## src/rtl/click_conditioner.sv

```systemverilog
// click_conditioner
// Turns four raw, bouncy, asynchronous player buttons into the clicks[3:0]
// pulse vector used by the game core. Each button gets its own channel:
//   btn_raw -> 2-flop synchronizer -> debounce FSM -> accept gate -> counter.
// A confirmed press gives one press event. The event is accepted when
// enable=1 and the (possibly just-cleared) count is below max_clicks.
// An accepted event pulses clicks[i] for one cycle and increments count i.
// Counts saturate at max_clicks.
//
// Optional feature: define CLICK_CONDITIONER_STUCK_DETECT_EN to flag
// buttons that stay pressed for STUCK_CYCLES cycles. A stuck channel
// accepts no presses until it returns to IDLE.
//
// Ports:
//   clk          system clock
//   rst          asynchronous active-high reset
//   btn_raw[3:0] raw button levels, asynchronous to clk
//   enable       when low, presses are tracked but not counted or pulsed
//   clear_counts synchronous clear of all click counters
//   max_clicks   per-player click limit (shared)
//   clicks[3:0]  registered single-cycle click pulses
//   click_count  four 4-bit counts, player i at [4i+3:4i]
//   limit_hit    bit i set when count i >= max_clicks (combinational)
//   stuck        bit i set while button i is flagged stuck (0 without the feature)
module click_conditioner #(
  parameter int DEBOUNCE = 4
`ifdef CLICK_CONDITIONER_STUCK_DETECT_EN
  , parameter int STUCK_CYCLES = 1000
`endif
) (
  input  logic        clk,
  input  logic        rst,
  input  logic [3:0]  btn_raw,
  input  logic        enable,
  input  logic        clear_counts,
  input  logic [3:0]  max_clicks,
  output logic [3:0]  clicks,
  output logic [15:0] click_count,
  output logic [3:0]  limit_hit,
  output logic [3:0]  stuck
);

  typedef enum logic [1:0] {
    IDLE         = 2'd0,
    PRESS_WAIT   = 2'd1,
    PRESSED      = 2'd2,
    RELEASE_WAIT = 2'd3
  } state_t;

  localparam logic [7:0] DEB_LAST = DEBOUNCE[7:0];

  for (genvar i = 0; i < 4; i++) begin : g_ch
    logic [1:0] sync_r;
    logic       s;
    state_t     state_r;
    state_t     state_s;
    logic [7:0] cnt_r;
    logic [7:0] cnt_s;
    logic       press_s;
    logic       to_idle_s;
    logic [3:0] count_r;
    logic [3:0] base_s;
    logic       accept_s;
    logic       click_r;
    logic       stuck_s;

    // Two-flop synchronizer for the asynchronous button level
    always_ff @(posedge clk or posedge rst) begin
      if (rst) begin
        sync_r <= 2'b00;
      end else begin
        sync_r <= {sync_r[0], btn_raw[i]};
      end
    end

    assign s = sync_r[1];

    // Debounce FSM state and stability counter registers
    always_ff @(posedge clk or posedge rst) begin
      if (rst) begin
        state_r <= IDLE;
        cnt_r   <= 8'd0;
      end else begin
        state_r <= state_s;
        cnt_r   <= cnt_s;
      end
    end

    // Debounce FSM next state; press_s marks the confirming edge
    always_comb begin
      state_s = state_r;
      cnt_s   = cnt_r;
      press_s = 1'b0;
      case (state_r)
        IDLE: begin
          if (s) begin
            state_s = PRESS_WAIT;
            cnt_s   = 8'd1;
          end else begin
            state_s = IDLE;
          end
        end
        PRESS_WAIT: begin
          if (!s) begin
            state_s = IDLE;
          end else if (cnt_r == DEB_LAST) begin
            state_s = PRESSED;
            press_s = 1'b1;
          end else begin
            cnt_s = cnt_r + 8'd1;
          end
        end
        PRESSED: begin
          if (!s) begin
            state_s = RELEASE_WAIT;
            cnt_s   = 8'd1;
          end else begin
            state_s = PRESSED;
          end
        end
        RELEASE_WAIT: begin
          if (s) begin
            state_s = PRESSED;
          end else if (cnt_r == DEB_LAST) begin
            state_s = IDLE;
          end else begin
            cnt_s = cnt_r + 8'd1;
          end
        end
        default: begin
          state_s = IDLE;
          cnt_s   = 8'd0;
        end
      endcase
    end

    assign to_idle_s = (state_s == IDLE) && (state_r != IDLE);

    // Clear takes effect before the press is judged against the limit
    always_comb begin
      base_s   = 4'd0;
      accept_s = 1'b0;
      if (clear_counts) begin
        base_s = 4'd0;
      end else begin
        base_s = count_r;
      end
      if (press_s && enable && !stuck_s && (base_s < max_clicks)) begin
        accept_s = 1'b1;
      end else begin
        accept_s = 1'b0;
      end
    end

    // Click pulse and saturating counter; base_s < max_clicks prevents wrap
    always_ff @(posedge clk or posedge rst) begin
      if (rst) begin
        count_r <= 4'd0;
        click_r <= 1'b0;
      end else begin
        count_r <= accept_s ? (base_s + 4'd1) : base_s;
        click_r <= accept_s;
      end
    end

`ifdef CLICK_CONDITIONER_STUCK_DETECT_EN
    localparam logic [15:0] STUCK_LAST = STUCK_CYCLES[15:0];
    logic [15:0] held_r;
    logic        stuck_r;

    // Held-time counter; flag rises on the cycle the count reaches the limit
    always_ff @(posedge clk or posedge rst) begin
      if (rst) begin
        held_r  <= 16'd0;
        stuck_r <= 1'b0;
      end else if (to_idle_s) begin
        held_r  <= 16'd0;
        stuck_r <= 1'b0;
      end else if (((state_r == PRESSED) || (state_r == RELEASE_WAIT)) &&
                   (held_r != STUCK_LAST)) begin
        held_r <= held_r + 16'd1;
        if ((held_r + 16'd1) == STUCK_LAST) begin
          stuck_r <= 1'b1;
        end else begin
          stuck_r <= stuck_r;
        end
      end else begin
        held_r  <= held_r;
        stuck_r <= stuck_r;
      end
    end

    assign stuck_s = stuck_r;
`else
    assign stuck_s = 1'b0;
`endif

    assign clicks[i]            = click_r;
    assign click_count[4*i +: 4] = count_r;
    assign limit_hit[i]         = (count_r >= max_clicks);
    assign stuck[i]             = stuck_s;
  end

endmodule
```

## config.mk

```make
export PLATFORM = sky130hd
export DESIGN_NAME = click_conditioner
export DESIGN_NICKNAME = d
export VERILOG_FILES = /design/src/rtl/click_conditioner.sv
export SDC_FILE = /design/constraint.sdc
export NUM_CORES = 1
export LEC_CHECK = 0
export CORE_ASPECT_RATIO = 0.9
export CORE_MARGIN = 5
export CORE_UTILIZATION = 40
export CTS_BUF_LIST = sky130_fd_sc_hd__clkbuf_4 sky130_fd_sc_hd__clkbuf_8 sky130_fd_sc_hd__clkbuf_16
export CTS_CLUSTER_DIAMETER = 100
export CTS_CLUSTER_SIZE = 24
export DETAILED_ROUTE_END_ITERATION = 16
export GPL_TIMING_DRIVEN = 0
export MAX_ROUTING_LAYER = met4
export SLEW_MARGIN = 0
export SYNTH_ARGS = -nofsm -noshare
export SYNTH_HDL_FRONTEND = slang
export SYNTH_SLANG_ARGS = --single-unit
```

## constraint.sdc

```tcl
create_clock -name clk -period 6.4 [get_ports clk]
set_input_delay 0.64 -clock clk [delete_from_list [all_inputs] [get_ports clk]]
set_output_delay 0.64 -clock clk [all_outputs]
set_load 0.1 [all_outputs]
```

# ---- After elaboration in Yosys (flattened, before gate mapping)
# Cells that the tools add are included.
dict set report op_classes {
  addsub 8
  order_cmp 8
  n_eq_ne 40
  muxes 76
  n_reduce_logical 20
}
# operator n
set ops {}
lappend ops {{8-bit two-way mux} 20}
lappend ops {{8-bit case mux with 4 select lines} 4}
lappend ops {{8-bit by 1-bit adder with 8-bit output (second input constant)} 4}
lappend ops {{8-bit by 3-bit equality test with 1-bit output (second input constant)} 4}
lappend ops {{2-bit two-way mux} 16}
lappend ops {{4-bit two-way mux} 8}
lappend ops {{2-bit inequality test (second input constant)} 16}
lappend ops {{2-bit case mux with 4 select lines} 4}
lappend ops {{1-bit two-way mux} 24}
lappend ops {{3-bit inequality test (second input constant)} 8}
lappend ops {{4-bit by 1-bit adder with 4-bit output (second input constant)} 4}
lappend ops {{2-bit equality test (second input constant)} 8}
lappend ops {{4-bit greater-or-equal comparator} 4}
lappend ops {{4-bit less-than comparator} 4}
lappend ops {{4-bit AND reduction} 4}
lappend ops {{2-bit by 1-bit equality test with 1-bit output (second input constant)} 4}
lappend ops {{1-bit logical AND} 8}
lappend ops {{2-bit logical NOT} 4}
lappend ops {{2-bit AND reduction} 4}
dict set report totals {
  ff_bits 68
  input_bits 12
  word_cells 172
}

# ---- Logic depth before layout (Yosys ltp)
dict set report depth {
  ltp_word 8
  ltp_mapped 9
  mapped_depth_nobuf 7
}

# ---- Worst setup path after synthesis
# OpenSTA, ideal clock, no wires.
dict set report synth_timing {
  path_type {register to output}
  from {register g_ch[0].count_r[0]}
  to {output port limit_hit[0]}
  arrival_ps 2488
  required_time_ps 5760
  path_slack_ps 3272
  stages_incl_launch_ff 8
  path_buffers 0
  path_cell_list {dfrtp_1 -> inv_1 -> ha_1 -> nand2b_1 -> a21oi_1 -> nor2b_1 -> o21ai_0 -> nand2b_1}
}
dict set report synth_between {
  elab_chain_cells 1
}
# item line_no
set synth_rtl {}
lappend synth_rtl {{start: declaration} 61} ;# logic [3:0] count_r;
lappend synth_rtl {{start signal: assignment} 161} ;# count_r <= accept_s ? (base_s + 4'd1) : base_s;
lappend synth_rtl {{4-bit greater-or-equal comparator} 200} ;# assign limit_hit[i] = (count_r >= max_clicks);
lappend synth_rtl {{end: declaration} 39} ;# output logic [3:0] limit_hit,
# Every way passes these cells.

# ---- Worst setup path after layout
dict set report layout_timing {
  from {input port max_clicks[0]}
  to {output port limit_hit[0]}
}
dict set report layout_between {
  elab_chain_cells 1
}
# item line_no
set layout_rtl {}
lappend layout_rtl {{start: declaration} 36} ;# input logic [3:0] max_clicks,
lappend layout_rtl {{4-bit greater-or-equal comparator} 200}
# Every way passes these cells.

==> results.txt <==
----------------------------------------------------
[Setup path]
  Cells traversed along the worst timing path ... clkdlybuf4s50_1, ha_1, nand2b_1, a21oi_1, nor2b_1, o21ai_0, nand2b_1, clkdlybuf4s50_1
  Number of buffers and inverters on the critical path ... 2
  Critical Path Max Stage Delay ... 0.97 ns
  Startpoint kind of the worst setup timing path ... input port
  Required time of the critical path ... 5.76 ns
  Type of destination of the critical path ... output port
  Cell with the largest stage delay on the worst path ... clkdlybuf4s50_1
  Top cell family by delay on the critical path ... buffers and inverters
  Critical Setup Path Class ... in -> out
  Critical path peak fanout ... 10
  Data arrival time of the worst path ... 3.28 ns

[Final layout]
  Synth-to-layout area growth ... 17.8%
  Number of antenna repair diodes ... 0
  Highest-count cells in the layout ignoring fill and taps ... dfrtp_1, nand2_1, nor2_1, clkdlybuf4s50_1, ha_1
  Final net count ... 501
  Layout cells sized above 1 ... 0.0966
  Post-Route Utilization ... 0.484
  Leading cell type in the layout, fill and taps excluded ... dfrtp_1

[Synthesis]
  Cells taking the most area after synthesis ... dfrtp_1, ha_1, nand2_1
  Synth warn ... 0
  Fraction of post-synthesis cell area in the top cell type by area ... 0.427
  Cell accounting for the most synthesized area ... dfrtp_1
  Sequential fraction of the synthesis area ... 0.427
  Mean Syn Cell Area ... 9.63 µm²
  Share of synthesized flip-flops with an asynchronous set or reset ... 1.00
  Combined area of all synthesized cells ... 0.00399 mm²
  Most used flip-flop cell after synthesis ... dfrtp_1
  Number of instances in the synthesized netlist ... 414
  Unique masters post-synth ... 56
  EDFF count, synth ... 0
  Flop and latch count out of synthesis ... 68

[Timing]
  Slew @ Worst Pin ... 1.08 ns
  Hold Slack ... 0.349 ns
  Top achievable clock speed ... 255 MHz
  Number of max-slew violations in the final report ... 0
  Number of hold violations in the final report ... 0
  Final setup skew ... 0.00789 ns
  Unrepaired setup endpoints after global routing ... false
  Endpoints failing setup ... 0
  Final clock period utilization by the worst path ... 0.613
  Normalized max-slew margin ... 0.263
  TNS Setup ... 0 ns
  Final worst path period need ... 3.92 ns

[Clock network]
  Clock root buffer ... clkbuf_8
  CTS max path bufs ... 2
  Clk slew on worst S/H paths ... 0.07 ns
  Clock latency on the worst-skew pair ... 0.34 ns
  Count of hold-fix buffers inserted at cts ... 0
  Setup fix buffers added after clock tree synthesis ... 0
  Maximum level of the CTS H-tree ... 3
  Clock tree from TritonCTS ... built
  Total number of clock tree sinks ... 68
  TritonCTS Buffers ... 9
  Post-cts repair resize count ... 0

[Floorplan]
  Overall die height ... 105 µm
  Area enclosed by the die boundary ... 0.0121 mm²
  Starting Density ... 0.411
  Floorplan core area ... 0.00970 mm²
  Ports placed on the boundary ... 40
  Die Wd ... 115 µm
  Cell row count ... 34

[Pwr]
  Combinational cell fraction of total power ... 0.298
  Worst IR drop on VDD ... 0.153 mV
  Portion of total power attributed to sequential cells ... 0.432
  Power per cell area ... 286 mW/mm²
  Leakage ... 2.11 nW
  Power, Total ... 1.34 mW
  Clock network power share ... 0.269
  Fraction of power spent switching nets ... 0.356
  Internal power of the cells ... 0.866 mW
  Sw power ... 0.479 mW

[Global routing]
  Largest net degree at the start of global routing ... 69
  All-layer global routing usage ... 0.146
  Initial antenna violation count ... 0
  Final global-route overflow total ... 0
  Wire length of the first global-routing pass ... 14000 µm
  Vias in the first global route ... 2996

[Worst hold path]
  Path class of the lowest-slack min-delay path ... reg -> reg

[Route]
  Drc violations ... 0
  Count of vias placed by the detailed router ... 3040
  Via density per instance ... 5.14
  Wirelength per Cell ... 13.8 µm
  Antenna violation net count after detailed routing ... 0
  DRT Wirelength ... 8150 µm
  Count of TritonRoute iterations in the first routing pass ... 4
  Count of routing violations after the opening detailed-route iteration ... 132

[Job]
  Max-cap violations ... 0

[Placement]
  Post-DP HPWL ... 5930 µm
  PortBufs ... 33
  GP Congestion ... 0.839

[Status]
  Run status ... finished, final reports clean

----------------------------------------------------
[per-layer routing]
metal  GRT usage  part of all wire
met1       0.200              0.50
met2       0.211              0.44
met3      0.0341             0.034
met4      0.0536             0.027
met5           -                 0
[cells in the mapped netlist (4+ instances only)]
master	count
a21o_1	5
a21oi_1	20
buf_4	8
dfrtp_1	68
ha_1	28
inv_1	28
mux2_2	6
mux2i_1	5
nand2_1	44
nand2b_1	13
nand3_1	11
nand4_1	4
nor2_1	33
nor2b_1	13
nor3_1	9
nor4_1	5
nor4b_1	4
o21ai_0	20
o31ai_1	10
or4bb_1	4
xnor2_1	15
xor2_1	12
[power groups by stage]
| stage | sequential [mW] | clock (mW) | combinational (mW) |
|---|---|---|---|
| floorplan | 0.577 | 0 | 0.318 |
| global placement | 0.587 | 0 | 0.394 |
| detailed placement | 0.589 | 0 | 0.403 |
| CTS | 0.581 | 0.380 | 0.404 |
| global route | 0.595 | 0.394 | 0.458 |
| finish | 0.581 | 0.362 | 0.401 |
[logic make-up after synthesis]
kind of cell / synth area share
and+or+nand+nor: 0.229
AOI/OAI and AO/OA: 0.113
DFF: 0.427
buffers and inverters: 0.0512
adders and majority gates: 0.0904
xor gates and xnor gates: 0.0593
muxes: 0.0295
other: 0.000941
[registers in the layout (all words and copies together) (netlist names), named ones only]
name / count
g_ch.sync_r: 8
g_ch.count_r: 16
g_ch.click_r: 4
g_ch.cnt_r: 32
g_ch.state_r: 4
[metrics by stage]
stage / area, µm² / worst slack (ns) / instances
floorplan: 4000 / 3.27 / 417
global placement: 4480 / 2.49 / 576
detailed placement: 4490 / 2.48 / 576
CTS: 4690 / 2.47 / 592
global route: 4690 / 2.36 / 592
finish: 4690 / 2.48 / 592
[final cells by class]
type	count	area, µm²
Fill cell	945	5010
Multi-Input combinational cell	306	2090
Sequential cell	68	1700
Timing Repair Buffer	33	330
Clock buffer	12	159
Tap cell	126	158
Inverter	28	108
Buffer	15	98.8
Clock inverter	4	47.5
[final timing paths]
| kind | start | endpoint | slack [ns] | depth (start not counted) |
|---|---|---|---|---|
| min in group asynchronous | rst | g_ch[2].cnt_r[4] | 0.82 | 2 |
| min | g_ch[0].sync_r[0] | g_ch[0].sync_r[1] | 0.35 | 0 |
| max reg2reg | g_ch[2].cnt_r[0] | g_ch[2].count_r[3] | 3.86 | 7 |
| max in group asynchronous | rst | g_ch[1].count_r[2] | 5.02 | 2 |
| max | max_clicks[0] | limit_hit[0] | 2.48 | 8 |
| min reg2reg | g_ch[0].sync_r[0] | g_ch[0].sync_r[1] | 0.35 | 0 |
(Power assumes the default switching activity.)
